[src/rtl/fetch_stage.sv]
// Instruction-fetch stage: issues request/acknowledge reads to instruction memory,
// loads the IF/ID pipeline register and stalls PC selection while a fetch is busy.
`timescale 1ns/1ps
module fetch_stage #(
  parameter logic [31:0] NOP_INSTR   = 32'h00000000,
  parameter int          ACK_TIMEOUT = 16
) (
  input  logic        clk,
  input  logic        reset_n,
  input  logic [31:0] pc_in,
  input  logic        flush,
  input  logic        id_stall,
  output logic        imem_req,
  output logic [31:0] imem_addr,
  input  logic        imem_ack,
  input  logic [31:0] imem_rdata,
  output logic        fetch_stall,
  output logic [31:0] if_id_instr,
  output logic [31:0] if_id_pc,
  output logic [31:0] if_id_pc4,
  output logic        if_id_valid,
  output logic        imem_err
);
  localparam int            CW      = $clog2(ACK_TIMEOUT + 1);
  localparam logic [CW-1:0] TO_MAX  = CW'(ACK_TIMEOUT);
  localparam logic [CW-1:0] TO_LAST = CW'(ACK_TIMEOUT - 1);

  typedef enum logic [1:0] {IDLE, REQ, HOLD} state_t;

  state_t        r_state;
  logic [31:0]   r_fetchPc;
  logic [31:0]   r_holdInstr;
  logic [31:0]   r_holdPc;
  logic          r_kill;
  logic [CW-1:0] r_toCnt;

  logic          w_ackLive;
  logic          w_takePc;
  logic          w_deliver;
  logic [31:0]   w_dInstr;
  logic [31:0]   w_dPc;

  // An ack parked in the hold buffer does not advance fetch_pc, so PC selection stays held.
  always_comb begin
    w_ackLive = (r_state == REQ) && imem_ack && !r_kill && !flush;
    w_takePc  = 1'b0;
    w_deliver = 1'b0;
    w_dInstr  = imem_rdata;
    w_dPc     = r_fetchPc;
    case (r_state)
      IDLE: w_takePc = 1'b1;
      REQ: begin
        if (imem_ack) begin
          w_takePc  = !w_ackLive || !id_stall;
          w_deliver = w_ackLive && !id_stall;
        end
      end
      HOLD: begin
        w_takePc  = flush || !id_stall;
        w_deliver = !flush && !id_stall;
        w_dInstr  = r_holdInstr;
        w_dPc     = r_holdPc;
      end
      default: ;
    endcase
  end

  assign imem_req    = (r_state == REQ);
  assign imem_addr   = r_fetchPc;
  assign fetch_stall = !w_takePc || (r_state == IDLE);

  always_ff @(posedge clk or negedge reset_n) begin
    if (!reset_n) begin
      r_state     <= IDLE;
      r_fetchPc   <= '0;
      r_holdInstr <= '0;
      r_holdPc    <= '0;
      r_kill      <= 1'b0;
      r_toCnt     <= '0;
      imem_err    <= 1'b0;
      if_id_instr <= NOP_INSTR;
      if_id_pc    <= '0;
      if_id_pc4   <= '0;
      if_id_valid <= 1'b0;
    end else begin
      if (w_takePc)
        r_fetchPc <= pc_in;

      if (w_deliver) begin
        if_id_instr <= w_dInstr;
        if_id_pc    <= w_dPc;
        if_id_pc4   <= w_dPc + 32'd4;
        if_id_valid <= 1'b1;
      end else if (flush || !id_stall) begin
        if_id_instr <= NOP_INSTR;
        if_id_valid <= 1'b0;
      end

      case (r_state)
        IDLE: r_state <= REQ;
        REQ: begin
          if (imem_ack) begin
            r_kill  <= 1'b0;
            r_toCnt <= '0;
            if (w_ackLive && id_stall) begin
              r_holdInstr <= imem_rdata;
              r_holdPc    <= r_fetchPc;
              r_state     <= HOLD;
            end
          end else begin
            if (flush)
              r_kill <= 1'b1;
            if (r_toCnt != TO_MAX)
              r_toCnt <= r_toCnt + 1'b1;
            if (r_toCnt == TO_LAST)
              imem_err <= 1'b1;
          end
        end
        HOLD: begin
          if (w_takePc)
            r_state <= REQ;
        end
        default: r_state <= IDLE;
      endcase
    end
  end
endmodule

[config.mk]
export PLATFORM = sky130hd
export DESIGN_NAME = fetch_stage
export DESIGN_NICKNAME = d
export VERILOG_FILES = /design/src/rtl/fetch_stage.sv
export SDC_FILE = /design/constraint.sdc
export NUM_CORES = 1
export LEC_CHECK = 0
export CAP_MARGIN = 0
export CORE_UTILIZATION = 30
export CTS_BUF_LIST = sky130_fd_sc_hd__clkbuf_8 sky130_fd_sc_hd__clkbuf_16
export DETAILED_ROUTE_END_ITERATION = 8
export DONT_BUFFER_PORTS = 1
export PLACE_DENSITY = 0.47
export SLEW_MARGIN = 15
export SYNTH_ARGS = -nofsm -noshare
export SYNTH_HDL_FRONTEND = slang
export SYNTH_SLANG_ARGS = --single-unit
[constraint.sdc]
create_clock -name clk -period 3.5 [get_ports clk]
set_input_delay 0.175 -clock clk [delete_from_list [all_inputs] [get_ports clk]]
set_output_delay 0.175 -clock clk [all_outputs]
set_load 0.005 [all_outputs]
After elaboration in Yosys (flattened, before gate mapping). Index checks and enable logic that the tools add are counted.

Output and inout bits: 132. Flip-flop bits (word level): 202. Input port bits: 69.

Reduce and logical (&&, ||, !) cells: 23. Bitwise operators: 1. Mux-type cells: 18. $add $sub $neg: 2. Equality and inequality tests: 7.

Operator list (count): $mux 32 (4); $add 32x3->32 const B (1); $mux 5 (2); $reduce_and 3->1 (3); $logic_and 1x1->1 (6); $mux 1 (6); $mux 2 (3); $pmux 2 s3 (1); $reduce_bool 2->1 (3); $add 5x1->5 const B (1); $eq 5x4->1 const B (1); $logic_not 1->1 (5); $ne 5x5->1 const B (1); $ne 2x1->1 const B (2); $reduce_and 2->1 (2); $logic_or 1x1->1 (3); $pmux 1 s3 (1); $eq 2x1->1 const B (1); $eq 2x2->1 const B (1); $logic_not 2->1 (1); $ne 2x2->1 const B (1); $pmux 1 s2 (1); $not 1->1 (1).

Depth between registers and ports, before layout. Gate-level depths: netlist of run 1.

Depth after elaboration: 10. Mapped depth: 13. Mapped depth without buffers: 10.

Worst setup path after synthesis of run 1. OpenSTA, ideal clock, no wires.

Path kind: reg-to-reg. From: register r_state[0]. To: register if_id_pc4[26]. Stages on the path, launching flop included: 14. Slack: 839 ps. Path buffers: 3. Data arrival time: 2529 ps. Data required time: 3368 ps. Cells stage by stage: dfrtp_1 inv_1 ha_1 buf_6 buf_6 buf_2 mux2_2 ha_1 inv_1 a211oi_4 nand2_4 nor4b_2 xor2_1 o21ai_1.

Elaborated cells between the ends (all ways): 10. Classes of those cells: add/sub (1); eq/ne (2); mux (3); reduce/logical (4).

RTL lines: start, declared (line 30) `state_t r_state;`; start signal, assigned (line 74) `r_state <= IDLE;`; start signal, assigned (line 100) `IDLE: r_state <= REQ;`; start signal, assigned (line 108) `r_state <= HOLD;`; $eq 2x2->1 (line 50) `case (r_state)`; $mux 32 (line 50); net w_dPc[2] (line 41) `logic [31:0] w_dPc;`; $add 32x3->32 (line 92) `if_id_pc4 <= w_dPc + 32'd4;`; end signal, assigned (line 92); end, declared (line 20) `output logic [31:0] if_id_pc4,`.

The timed path passes the listed nets, and every way through them passes these cells. A chain may end at the register's enable or synchronous reset.

Worst setup path after layout of run 1.
From: register r_state[0]. To: output fetch_stall.

Longest elaborated chain between the ends: 10. Elaborated cells between the ends (all ways): 12. Classes of those cells: eq/ne (2); mux (2); reduce/logical (8).

RTL lines: $eq 2x1->1 (line 45, 50); $logic_and 1x1->1 (3 in a row) (line 45) `w_ackLive = (r_state == REQ) && imem_ack && !r_kill && !flush;`; $logic_not 1->1 (line 54) `w_takePc = !w_ackLive || !id_stall;`; $logic_or 1x1->1 (line 54); $mux 1 (line 53) `if (imem_ack) begin`; $pmux 1 s3 (line 50); $logic_not 1->1 (line 70) `assign fetch_stall = !w_takePc || (r_state == IDLE);`; $logic_or 1x1->1 (*) (line 70); end, declared (line 17) `output logic fetch_stall,`.

Mark *: on every way between the ends. The rest lies on a longest branch, timed or not.

==> metrics.csv, run 1 <==
stage;metric;value;unit
placement;hpwl;14700;um
drt;wl_per_cell;18.5;um
sta;final_max_slew_viol_count;0;
floorplan;die_h;175;um
finish;fin_nets;880;
pwr;p_comb_share;31.2;%
sta;fin_skew;0.0134;ns
pwr;p_sw;3.39;mW
clock_tree;clk_root_buffer_cell;clkbuf_16;
finish;drive_above_1_share;20.2;%
setup_path;cp-start-kind;flip-flop;
clock_tree;numCtsBuffers;17;
finish;n_antenna_cell;0;
synthesis;synthCells;751;
sta;fin_worst_hold_slack;-0.565;ns
synthesis;synth_edf_count;0;
sta;period_share;84.9;%
clock_tree;cts.sinks;200;
clock_tree;clk_pin_slew;0.07;ns
synthesis;avgSynthCellArea;11.9;um2
floorplan;coreArea;29100;um2
setup_path;critPathKind;flip-flop to output port;
drt;via_per_inst;4.78;
pwr;power_frac_clock;21.8;%
synthesis;synthFlopType;dfrtp_1;
drt;drt_wl_total;22200;um
synthesis;synthArstFlopShare;100;%
synthesis;syn_nets;829;
placement;io_buffers;0;
setup_path;worstPathArrival;2.80;ns
floorplan;num_rows;62;
clock_tree;clock_latency;0.44;ns
setup_path;r2r_cells;8;
sta;max_freq;0.337;GHz
setup_path;critPathMaxFanout;36;
setup_path;r2r-start;r_state[0];
sta;rsz0062_at_grt;no;
sta;period_needed;2.97;ns
drt;drc;0;
synthesis;seq_area_frac_synth;55.8;%
global_route;grt_max_degree;201;
pwr;power.density;868;nW/um2
placement;routabilityCongestion;0.726;
min_path;hp-class;primary input to async pin;
run_status;status;complete, but fails checks;
global_route;grt_antenna_before_repair;0;
sta;hold_viol;200;
drt;dr.pass1.iters;4;
clock_tree;ctsHoldBuffers;66;
sta;setup_viol;0;
synthesis;synth_area;8970;um2
pwr;ir_drop;0.419;mV
floorplan;die_area;30600;um2
synthesis;yosysWarnings;0;
global_route;grt.overflow.total;0;
drt;ant_nets;0;
clock_tree;postCtsSetupBuffers;0;
clock_tree;cts.path.max_buffers;2;
setup_path;crit_path_end_kind;output port;
finish;final_common_cell;dfrtp_1;
finish;mostFrequentLayoutCells;dfrtp_1, nand2_1, mux2_2, o21ai_0, dlygate4sd3_1;
floorplan;die_w;175;um
setup_path;cp.required;3.32;ns
flow_run;drv_cap;0;
pwr;seqPwrFrac;47.0;%
clock_tree;h-tree-depth;4;
drt;drt_iter0_markers;253;
setup_path;crit_start;r_state[0];
run_status;violations;hold timing;
finish;stdcell_area;10600;um2
synthesis;ys_types;51;
sta;worst_pin_slew;0.576;ns
sta;relSlewSlack;60.5;%
global_route;grt_use_total;14.9;%
floorplan;io_pins;201;
finish;area_growth;18.5;%
drt;num_vias;5726;
synthesis;ys_ff_latch;200;
global_route;grt_pass1_wl;34400;um
pwr;p_int;5.83;mW
placement;placed_area;9380;um2
clock_tree;cts_tree;done;
global_route;first_global_vias;5675;
pwr;p_leak;4.56;nW
floorplan;start_util;30.8;%
pwr;p_sw_share;36.7;%
sta;fin_setup_tns;0;ns
-- timing repair --
action                                  CTS  global route
resized for setup                         0             0
hold endpoints to repair                303           200
endpoints found under the setup margin    0             0
-- logic make-up after synthesis --
| kind of cell | after synthesis | share of synthesized area (%) |
|---|---|---|
| AOI/OAI and AO/OA | 121 | 7.77 |
| xor gates and xnor gates | 28 | 2.73 |
| adders and majority gates | 9 | 1.26 |
| buffers and inverters | 57 | 2.94 |
| DFF | 200 | 55.8 |
| muxes | 164 | 19.8 |
| and+or+nand+nor | 172 | 9.70 |
-- worst max-delay path, stage by stage (launching register included) --
cell,delay (ns)
dfrtp_1,0.43
inv_1,0.14
ha_4,0.51
inv_1,0.14
o21ai_0,0.19
a21o_1,0.14
and2_2,0.45
buf_12,0.24
nand2b_1,0.13
-- layout make-up --
type | count | area [um2]
inverter | 12 | 45.0
multi-input combinational | 494 | 3730
timing repair buffer | 77 | 781
tap | 384 | 480
clock buffer | 18 | 439
fill | 2866 | 18500
sequential | 200 | 5000
clock inverter | 14 | 149
-- Yosys cell counts, drive strengths merged (2+ instances only) --
library cell  instances  area share, %
dfrtp               200             56
nand2               113            4.8
mux2                104             13
o21ai                92            5.1
mux2i                60            6.7
clkbuf               27            1.1
xor2                 20            2.0
buf                  18            1.3
inv                  12           0.50
a21oi                10           0.56
nand3                10           0.56
nor2                 10           0.42
ha                    9            1.3
xnor2                 8           0.78
nand4                 7           0.66
nor3                  7           0.39
nand4b                6           0.75
nand2b                3           0.29
nand3b                3           0.39
nor2b                 3           0.21
nor3b                 3           0.36
nor4                  3           0.42
o22ai                 3           0.21
o31ai                 3           0.25
a21o                  2           0.17
a32o                  2           0.22
and2                  2           0.14
-- per-layer routing --
| layer | vias to the layer above | global-route usage, % | wire, um |
|---|---|---|---|
| met2 | 128 | 23.2 | 10600 |
| li1 | 2725 | - | - |
| met4 | 0 | 4.89 | 369 |
| met5 | - | 0 | 0 |
| met1 | 2859 | 19.6 | 10100 |
| met3 | 14 | 4.68 | 1170 |
-- power by group through the flow --
stage	registers, mW	clock network [mW]	logic [mW]
global route	4.50	2.19	3.21
global placement	4.41	0	2.81
CTS	4.38	2.10	2.94
detailed placement	4.42	0	2.86
finish	4.33	2.01	2.88
floorplan	3.98	0	2.32
-- path summary, 6_finish.rpt --
path	slack [ns]	endpoint
worst max-delay path	0.53	fetch_stall
worst min-delay path	-0.56	imem_addr[17]
worst max register to register	0.60	if_id_pc4[29]
worst min register to register	0.50	if_id_instr[27]
max in group asynchronous	3.84	if_id_instr[29]
min in group clk	0.25	if_id_instr[27]
-- per-stage QoR --
step                      worst slack [ns]  utilization (%)  cells  power (mW)
final                                0.528             36.5   1199        9.22
after floorplan                      0.839                -    751        6.30
after global placement               0.655             32.2   1101        7.22
after global routing                 0.252             36.5   1199        9.90
after detailed placement             0.574             32.2   1101        7.28
after CTS                            0.389             36.5   1199        9.42
-- registers in the layout, summed over array words and instances (netlist names), 2 cells and up --
| signal | cells |
|---|---|
| r_state | 2 |
| if_id_pc4 | 30 |
| r_holdPc | 32 |
| if_id_pc | 32 |
| r_toCnt | 5 |
| r_holdInstr | 32 |
| if_id_instr | 32 |
| imem_addr | 32 |
No activity file was read; power rests on OpenSTA's default activity.
==> run 2: changes to the inputs <==
Settings changed: ABC_AREA set to 1, PLACE_DENSITY 0.47 to 0.48.
Clock period 3.5 ns to 2.7 ns, I/O delays scaled along.
==> run 2 against run 1 <==
The run still ends with hold timing left. Via count is 29% higher. Critical path depth is 5 higher. Sequential power is 22% higher. Sequential share of layout area is 1.5 points lower. Clock power is 39% higher. Core utilization is 0.69 points lower. Synthesized cell count is 52% higher.
==> metrics.csv, run 2 <==
stage;metric;value;unit;change
synthesis;synthMuxAreaShare;0;%;-20 points
finish;final_common_cell;nand2_1;;
synthesis;ys_ff_latch;200;;unchanged
finish;seqCellArea;5000;um2;unchanged
clock_tree;cts_tree;done;;
finish;area_growth;17.6;%;
synthesis;synthXorXnorAreaFrac;0.188;%;-2.5 points
pwr;power_frac_clock;22.6;%;+0.8 points
setup_path;reg2reg_slack;0.29;ns;-0.31 ns
synthesis;synth_compound_area_share;11.9;%;+4.1 points
finish;n_fill_cell;3173;;+11%
synthesis;synth_area;9320;um2;+3.9%
floorplan;die_w;178;um;+1.9%
drt;drc;0;;unchanged
setup_path;worstPathArrival;2.75;ns;-0.05 ns
sta;fin_setup_tns;0;ns;unchanged
sta;period_needed;2.41;ns;
finish;drive_above_1_share;8.78;%;-11 points
floorplan;start_util;30.5;%;-0.36 points
drt;drt_wl_total;26400;um;+19%
synthesis;synth_area_leaders;dfrtp_1, nand2_1, o21ai_0;;
run_status;violations;hold timing;;
pwr;p_comb_share;34.6;%;+3.4 points
synthesis;ys_types;35;;-31%
drt;num_vias;7405;;+29%
setup_path;critPathMaxFanout;17;;-53%
pwr;ir_drop;0.404;mV;-3.5%
setup_path;cp-start-kind;flip-flop;;
sta;rsz0062_at_grt;no;;
drt;dr.pass1.iters;5;;+1
global_route;first_global_vias;7249;;+28%
run_status;status;complete, but fails checks;;
synthesis;yosysWarnings;0;;unchanged
pwr;p_sw_share;42.4;%;+5.6 points
sta;worst_pin_slew;0.620;ns;+0.0437 ns
pwr;power.density;1130;nW/um2;+30%
finish;multi_input_area;3630;um2;-2.8%
drt;via_per_inst;4.65;;-2.7%
setup_path;critPathKind;flip-flop to flip-flop;;
synthesis;synthCells;1140;;+52%
placement;routabilityCongestion;0.817;;+13%
sta;period_share;89.1;%;
pwr;p_leak;5.41;nW;+19%
sta;setup_viol;0;;unchanged
synthesis;synthFlopType;dfrtp_1;;
synthesis;synth_fa_ha_area_share;1.21;%;-0.048 points
floorplan;coreArea;30600;um2;+5.2%
synthesis;synth_top_area_share;53.7;%;-2.1 points
floorplan;die_area;31800;um2;+3.9%
floorplan;io_pins;201;;unchanged
clock_tree;clk_pin_slew;0.08;ns;about the same
setup_path;r2r-start;r_state[0];;
synthesis;synthArstFlopShare;100;%;unchanged
drt;wl_per_cell;16.6;um;-11%
synthesis;synth_commonest_cells;nand2_1, dfrtp_1, o21ai_0, nor2_1, inv_1;;
setup_path;worstReg2RegEnd;if_id_pc4[30];;
clock_tree;h-tree-depth;4;;unchanged
synthesis;synthSimpleGateAreaFrac;25.4;%;+16 points
synthesis;synth_edf_count;0;;unchanged
setup_path;cp.required;3.04;ns;-0.28 ns
global_route;grt_antenna_before_repair;2;;+2
drt;drt_iter0_markers;427;;+69%
setup_path;crit_path_end_kind;flip-flop;;
sta;fin_skew;0.0127;ns;-0.000685 ns
synthesis;synth_top_family_by_area;simple AND/OR/NAND/NOR gates;;
finish;fin_nets;1261;;+43%
synthesis;synth_top_area_cell;dfrtp_1;;
sta;final_max_slew_viol_count;0;;unchanged
clock_tree;cts.path.max_buffers;2;;unchanged
sta;fin_worst_hold_slack;-0.619;ns;-0.0543 ns
floorplan;die_h;178;um;+1.9%
synthesis;seq_area_frac_synth;53.7;%;-2.1 points
global_route;grt_use_total;17.2;%;+2.3 points
pwr;p_sw;5.23;mW;+54%
synthesis;syn_nets;1218;;+47%
flow_run;drv_cap;0;;unchanged
min_path;hp-class;primary input to async pin;;
drt;ant_nets;0;;unchanged
setup_path;r2r_cells;13;;+5
finish;mostFrequentLayoutCells;nand2_1, dfrtp_1, o21ai_0, nor2_1, inv_1;;
sta;relSlewSlack;58.7;%;-1.8 points
placement;io_buffers;0;;unchanged
global_route;grt_pass1_wl;41600;um;+21%
clock_tree;clk_root_buffer_cell;clkbuf_16;;
global_route;grt.overflow.total;0;;unchanged
clock_tree;ctsHoldBuffers;67;;+1.5%
clock_tree;clock_latency;0.45;ns;about the same
pwr;p_int;7.11;mW;+22%
synthesis;avgSynthCellArea;8.18;um2;-32%
floorplan;num_rows;64;;+3.2%
clock_tree;numCtsBuffers;17;;unchanged
sta;max_freq;0.416;GHz;
clock_tree;cts.sinks;200;;unchanged
global_route;grt_max_degree;201;;unchanged
placement;hpwl;17900;um;+22%
synthesis;yosysMostFrequentCell;nand2_1;;
pwr;seqPwrFrac;42.8;%;-4.2 points
sta;hold_viol;200;;unchanged
==> run 2: logic make-up after synthesis <==
group	count (synthesis)
DFF	200
buffers and inverters	165
adders and majority gates	9
AOI/OAI and AO/OA	211
xor gates and xnor gates	2
and+or+nand+nor	553
==> run 2: metal layers <==
| layer | track usage, % | up-vias | part of all wire [%] |
|---|---|---|---|
| li1 | - | 3697 | - |
| met1 | 22.6 | 3491 | 46 |
| met2 | 26.3 | 189 | 44 |
| met3 | 6.33 | 26 | 8.2 |
| met4 | 5.40 | 2 | 1.5 |
| met5 | 0 | - | 0.049 |
==> run 2: cell type report <==
type | count | share of cell area (%)
multi-input combinational | 775 | 33.1
antenna | 1 | 0.0228
clock inverter | 14 | 1.67
timing repair buffer | 80 | 7.35
clock buffer | 18 | 4.01
inverter | 109 | 3.73
tap | 396 | 4.52
sequential | 200 | 45.6
==> run 2: power by group through the flow <==
stage                     registers, mW  clock network (mW)  logic (mW)
after global routing               5.49                2.99        4.93
after detailed placement           5.37                   0        4.22
after global placement             5.36                   0        4.16
final                              5.29                2.79        4.27
after CTS                          5.32                2.88        4.33
after floorplan                    4.93                   0        3.34
==> run 2: per-stage QoR <==
stage          setup slack [ns]  power, mW  std cells  area, um2  util (%)
2_1_floorplan             0.631       8.28       1140       9320         -
3_3_place_gp              0.328       9.53       1493       9670      31.6
3_5_place_dp              0.274       9.59       1493       9670      31.6
4_1_cts                   0.264       12.5       1592      11000      35.8
5_1_grt                  0.0230       13.4       1592      11000      35.8
6_report                  0.294       12.3       1593      11000      35.8
==> run 2: timing repair <==
item                      in CTS  in global routing
hold endpoints to repair     303                200
gates resized for setup        0                  0
buffers inserted               0                  0
==> run 2: worst max-delay path by stage <==
stage                          start             to  slack (ns)
after floorplan           r_state[0]  if_id_pc4[28]        0.63
after global placement    r_state[1]    if_id_pc[3]        0.33
after global routing      r_state[1]  imem_addr[14]        0.02
after CTS                 r_state[0]  if_id_pc4[24]        0.26
after detailed placement  r_state[0]  if_id_pc4[30]        0.27
final                     r_state[0]  if_id_pc4[30]        0.29
==> run 2: critical path, stage by stage, from the launching register on <==
cell	delay, ns
dfrtp_1	0.42
inv_1	0.09
ha_2	0.20
inv_2	0.26
buf_12	0.20
nand2_1	0.07
nand2_2	0.14
nand2_1	0.10
inv_2	0.11
nand2_1	0.14
nor2_2	0.30
nand3_1	0.13
nand2_1	0.07
nand3_1	0.06
==> run 3: changes to the inputs <==
Settings changed: PLACE_DENSITY 0.48 to 0.51.
==> run 3 against run 2 <==
The flow still finishes with violations (hold timing). Die area did not move. Maximum frequency rose by 0.12%. Worst setup slack gained 0.0029 ns. Clock power decreased by 1%. Sequential share of layout area fell by 0.18 points. Critical path type unchanged. Largest cell class unchanged. Highest routed layer is now met4.
==> metrics.csv, run 3 (synthesis gave the netlist of run 2 again) <==
stage;metric;value;unit;change
run_status;status;complete, but fails checks;;
run_status;violations;hold timing;;
setup_path;cp-start-kind;flip-flop;;
setup_path;path_cells;inv_1 -> ha_2 -> buf_4 -> nand2_1 -> nand2_2 -> ha_1 -> nand2_1 -> nor2_4 -> nand3_4 -> nor2_8 -> nand3_1 -> nand2_1 -> nand3_1;;
drt;via_per_inst;4.63;;-0.49%
sta;rsz0062_at_grt;no;;
clock_tree;cts.sinks;200;;unchanged
finish;drive_above_1_share;8.70;%;-0.084 points
placement;post-place-ws;0.279;ns;+0.00432 ns
clock_tree;clock_latency;0.45;ns;about the same
drt;wl_met3;2300;um;+5.8%
global_route;grt_pass1_wl;41600;um;+0.22%
setup_path;critPathKind;flip-flop to flip-flop;;
global_route;grt_max_degree;201;;unchanged
pwr;p_comb_share;34.9;%;+0.3 points
setup_path;worstReg2RegEnd;if_id_pc4[28];;
finish;mostFrequentLayoutCells;nand2_1, dfrtp_1, o21ai_0, nor2_1, inv_1;;
setup_path;cpPeakStageDelay;0.44;ns;+0.02 ns
floorplan;num_rows;64;;unchanged
setup_path;reg2reg_slack;0.30;ns;about the same
finish;multi_input_area;3630;um2;unchanged
sta;fin_worst_hold_slack;-0.613;ns;+0.00608 ns
finish;seqCellArea;5000;um2;unchanged
drt;drt_wl_total;25900;um;-1.8%
drt;dr.pass1.iters;4;;-1
pwr;ir_drop;0.513;mV;+27%
setup_path;cp_slowest_cell;dfrtp_1;;
sta;relSlewSlack;66.8;%;+8.1 points
setup_path;r2r_cells;13;;unchanged
pwr;p_sw;5.16;mW;-1.2%
setup_path;critPathMaxFanout;17;;unchanged
sta;setup_viol;0;;unchanged
sta;worst_pin_slew;0.499;ns;-0.121 ns
finish;n_fill_cell;3228;;+1.7%
clock_tree;clk_pin_slew;0.08;ns;about the same
placement;hpwl;17600;um;-1.4%
sta;period_needed;2.40;ns;-0.00292 ns
placement;routabilityCongestion;0.816;;-0.15%
clock_tree;ctsHoldBuffers;67;;unchanged
finish;fin_nets;1261;;unchanged
drt;ant_nets;0;;unchanged
floorplan;die_h;178;um;unchanged
setup_path;crit_path_end_kind;flip-flop;;
global_route;grt.overflow.total;0;;unchanged
pwr;seqPwrFrac;42.8;%;about the same
floorplan;io_pins;201;;unchanged
placement;io_buffers;0;;unchanged
flow_run;drv_cap;0;;unchanged
setup_path;worstPathArrival;2.73;ns;-0.02 ns
placement;placed_area;9710;um2;+0.40%
sta;finalWorstSetupSlack;0.296;ns;+0.00292 ns
sta;fin_skew;0.0143;ns;+0.00161 ns
pwr;p_int;7.17;mW;+0.88%
pwr;power.density;1120;nW/um2;-0.41%
floorplan;coreArea;30600;um2;unchanged
global_route;first_global_vias;7404;;+2.1%
drt;routed.top_layer;met4;;
clock_tree;postCtsSetupBuffers;0;;unchanged
drt;wl_met2;11900;um;+2.5%
finish;final_common_cell;nand2_1;;
sta;period_share;89.0;%;-0.11 points
sta;max_freq;0.416;GHz;+0.12%
drt;drt_iter0_markers;516;;+21%
pwr;power_frac_clock;22.3;%;-0.3 points
sta;hold_viol;200;;unchanged
sta;fin_setup_tns;0;ns;unchanged
global_route;grt_antenna_before_repair;2;;unchanged
sta;final_max_slew_viol_count;0;;unchanged
min_path;hp-class;primary input to async pin;;
finish;stdcell_area;11000;um2;+0.39%
clock_tree;numCtsBuffers;17;;unchanged
placement;dp.cells;1493;;unchanged
finish;fin_cells;1594;;+0.063%
clock_tree;cts_tree;done;;
drt;wl_per_cell;16.3;um;-1.8%
global_route;grt_use_total;17.2;%;-0.071 points
pwr;p_leak;5.42;nW;+0.16%
floorplan;start_util;30.5;%;unchanged
finish;area_growth;18.1;%;
clock_tree;h-tree-depth;4;;unchanged
setup_path;r2r-start;r_state[0];;
drt;drc;0;;unchanged
floorplan;die_area;31800;um2;unchanged
floorplan;die_w;178;um;unchanged
setup_path;cp.required;3.03;ns;about the same
setup_path;crit_start;r_state[0];;
clock_tree;cts.path.max_buffers;2;;unchanged
clock_tree;clk_root_buffer_cell;clkbuf_16;;
setup_path;critPathMostFrequentCell;nand2_1;;
drt;num_vias;7373;;-0.43%
pwr;p_sw_share;41.9;%;-0.52 points
drt;m1WireLength;11500;um;-5.8%
run 3: cell count changes in the layout (fill, tap and decap cells not counted), moves of 2 or more:
cell and delta:
buf_12 +3, buf_4 -3, clkinv_4 +2, inv_6 -3
run 3: worst max-delay path by stage:
stage	cells after the start	slack, ns	end
floorplan	12	0.63	if_id_pc4[28]
global placement	13	0.37	if_id_pc4[30]
detailed placement	13	0.28	if_id_pc4[30]
CTS	9	0.22	fetch_stall
global route	14	0.08	if_id_pc4[31]
finish	13	0.30	if_id_pc4[28]
run 3: layout make-up:
| type | instances | share of cell area [%] |
|---|---|---|
| Timing Repair Buffer | 80 | 7.66 |
| Clock inverter | 13 | 1.53 |
| Clock buffer | 19 | 4.11 |
| Tap cell | 396 | 4.50 |
| Sequential cell | 200 | 45.5 |
| Antenna cell | 2 | 0.0455 |
| Inverter | 109 | 3.74 |
| Multi-Input combinational cell | 775 | 32.9 |
run 3: power by group through the flow:
| stage | clock [mW] | sequential (mW) | combinational (mW) |
|---|---|---|---|
| floorplan | 0 | 4.93 | 3.34 |
| CTS | 2.87 | 5.31 | 4.38 |
| detailed placement | 0 | 5.36 | 4.26 |
| global placement | 0 | 5.35 | 4.20 |
| global route | 2.98 | 5.47 | 4.99 |
| finish | 2.75 | 5.27 | 4.31 |
run 3: critical path, delay by kind of cell, from the launching register on:
family                   cells  cell delay, ns
flip-flops                   1            0.44
adder cells (fa/ha/maj)      2            0.42
AND/OR/NAND/NOR              9            1.07
buffers and inverters        2            0.35
run 3: per-layer routing:
layer	vias to the layer above	track usage, %
met5	-	0
met4	0	4.17
met3	18	7.01
met2	198	27.4
met1	3447	21.5
li1	3710	-
run 3: stage by stage:
stage | power (mW) | utilization (%)
after floorplan | 8.28 | -
after global placement | 9.55 | 31.7
after detailed placement | 9.62 | 31.7
after CTS | 12.6 | 36.0
after global routing | 13.4 | 36.0
final | 12.3 | 36.0
run 3: what timing repair did:
| action | in CTS | in global routing |
|---|---|---|
| endpoints found under the hold margin | 303 | 200 |
| endpoints found under the setup margin | 0 | 2 |
| gates resized for setup | 0 | 1 |
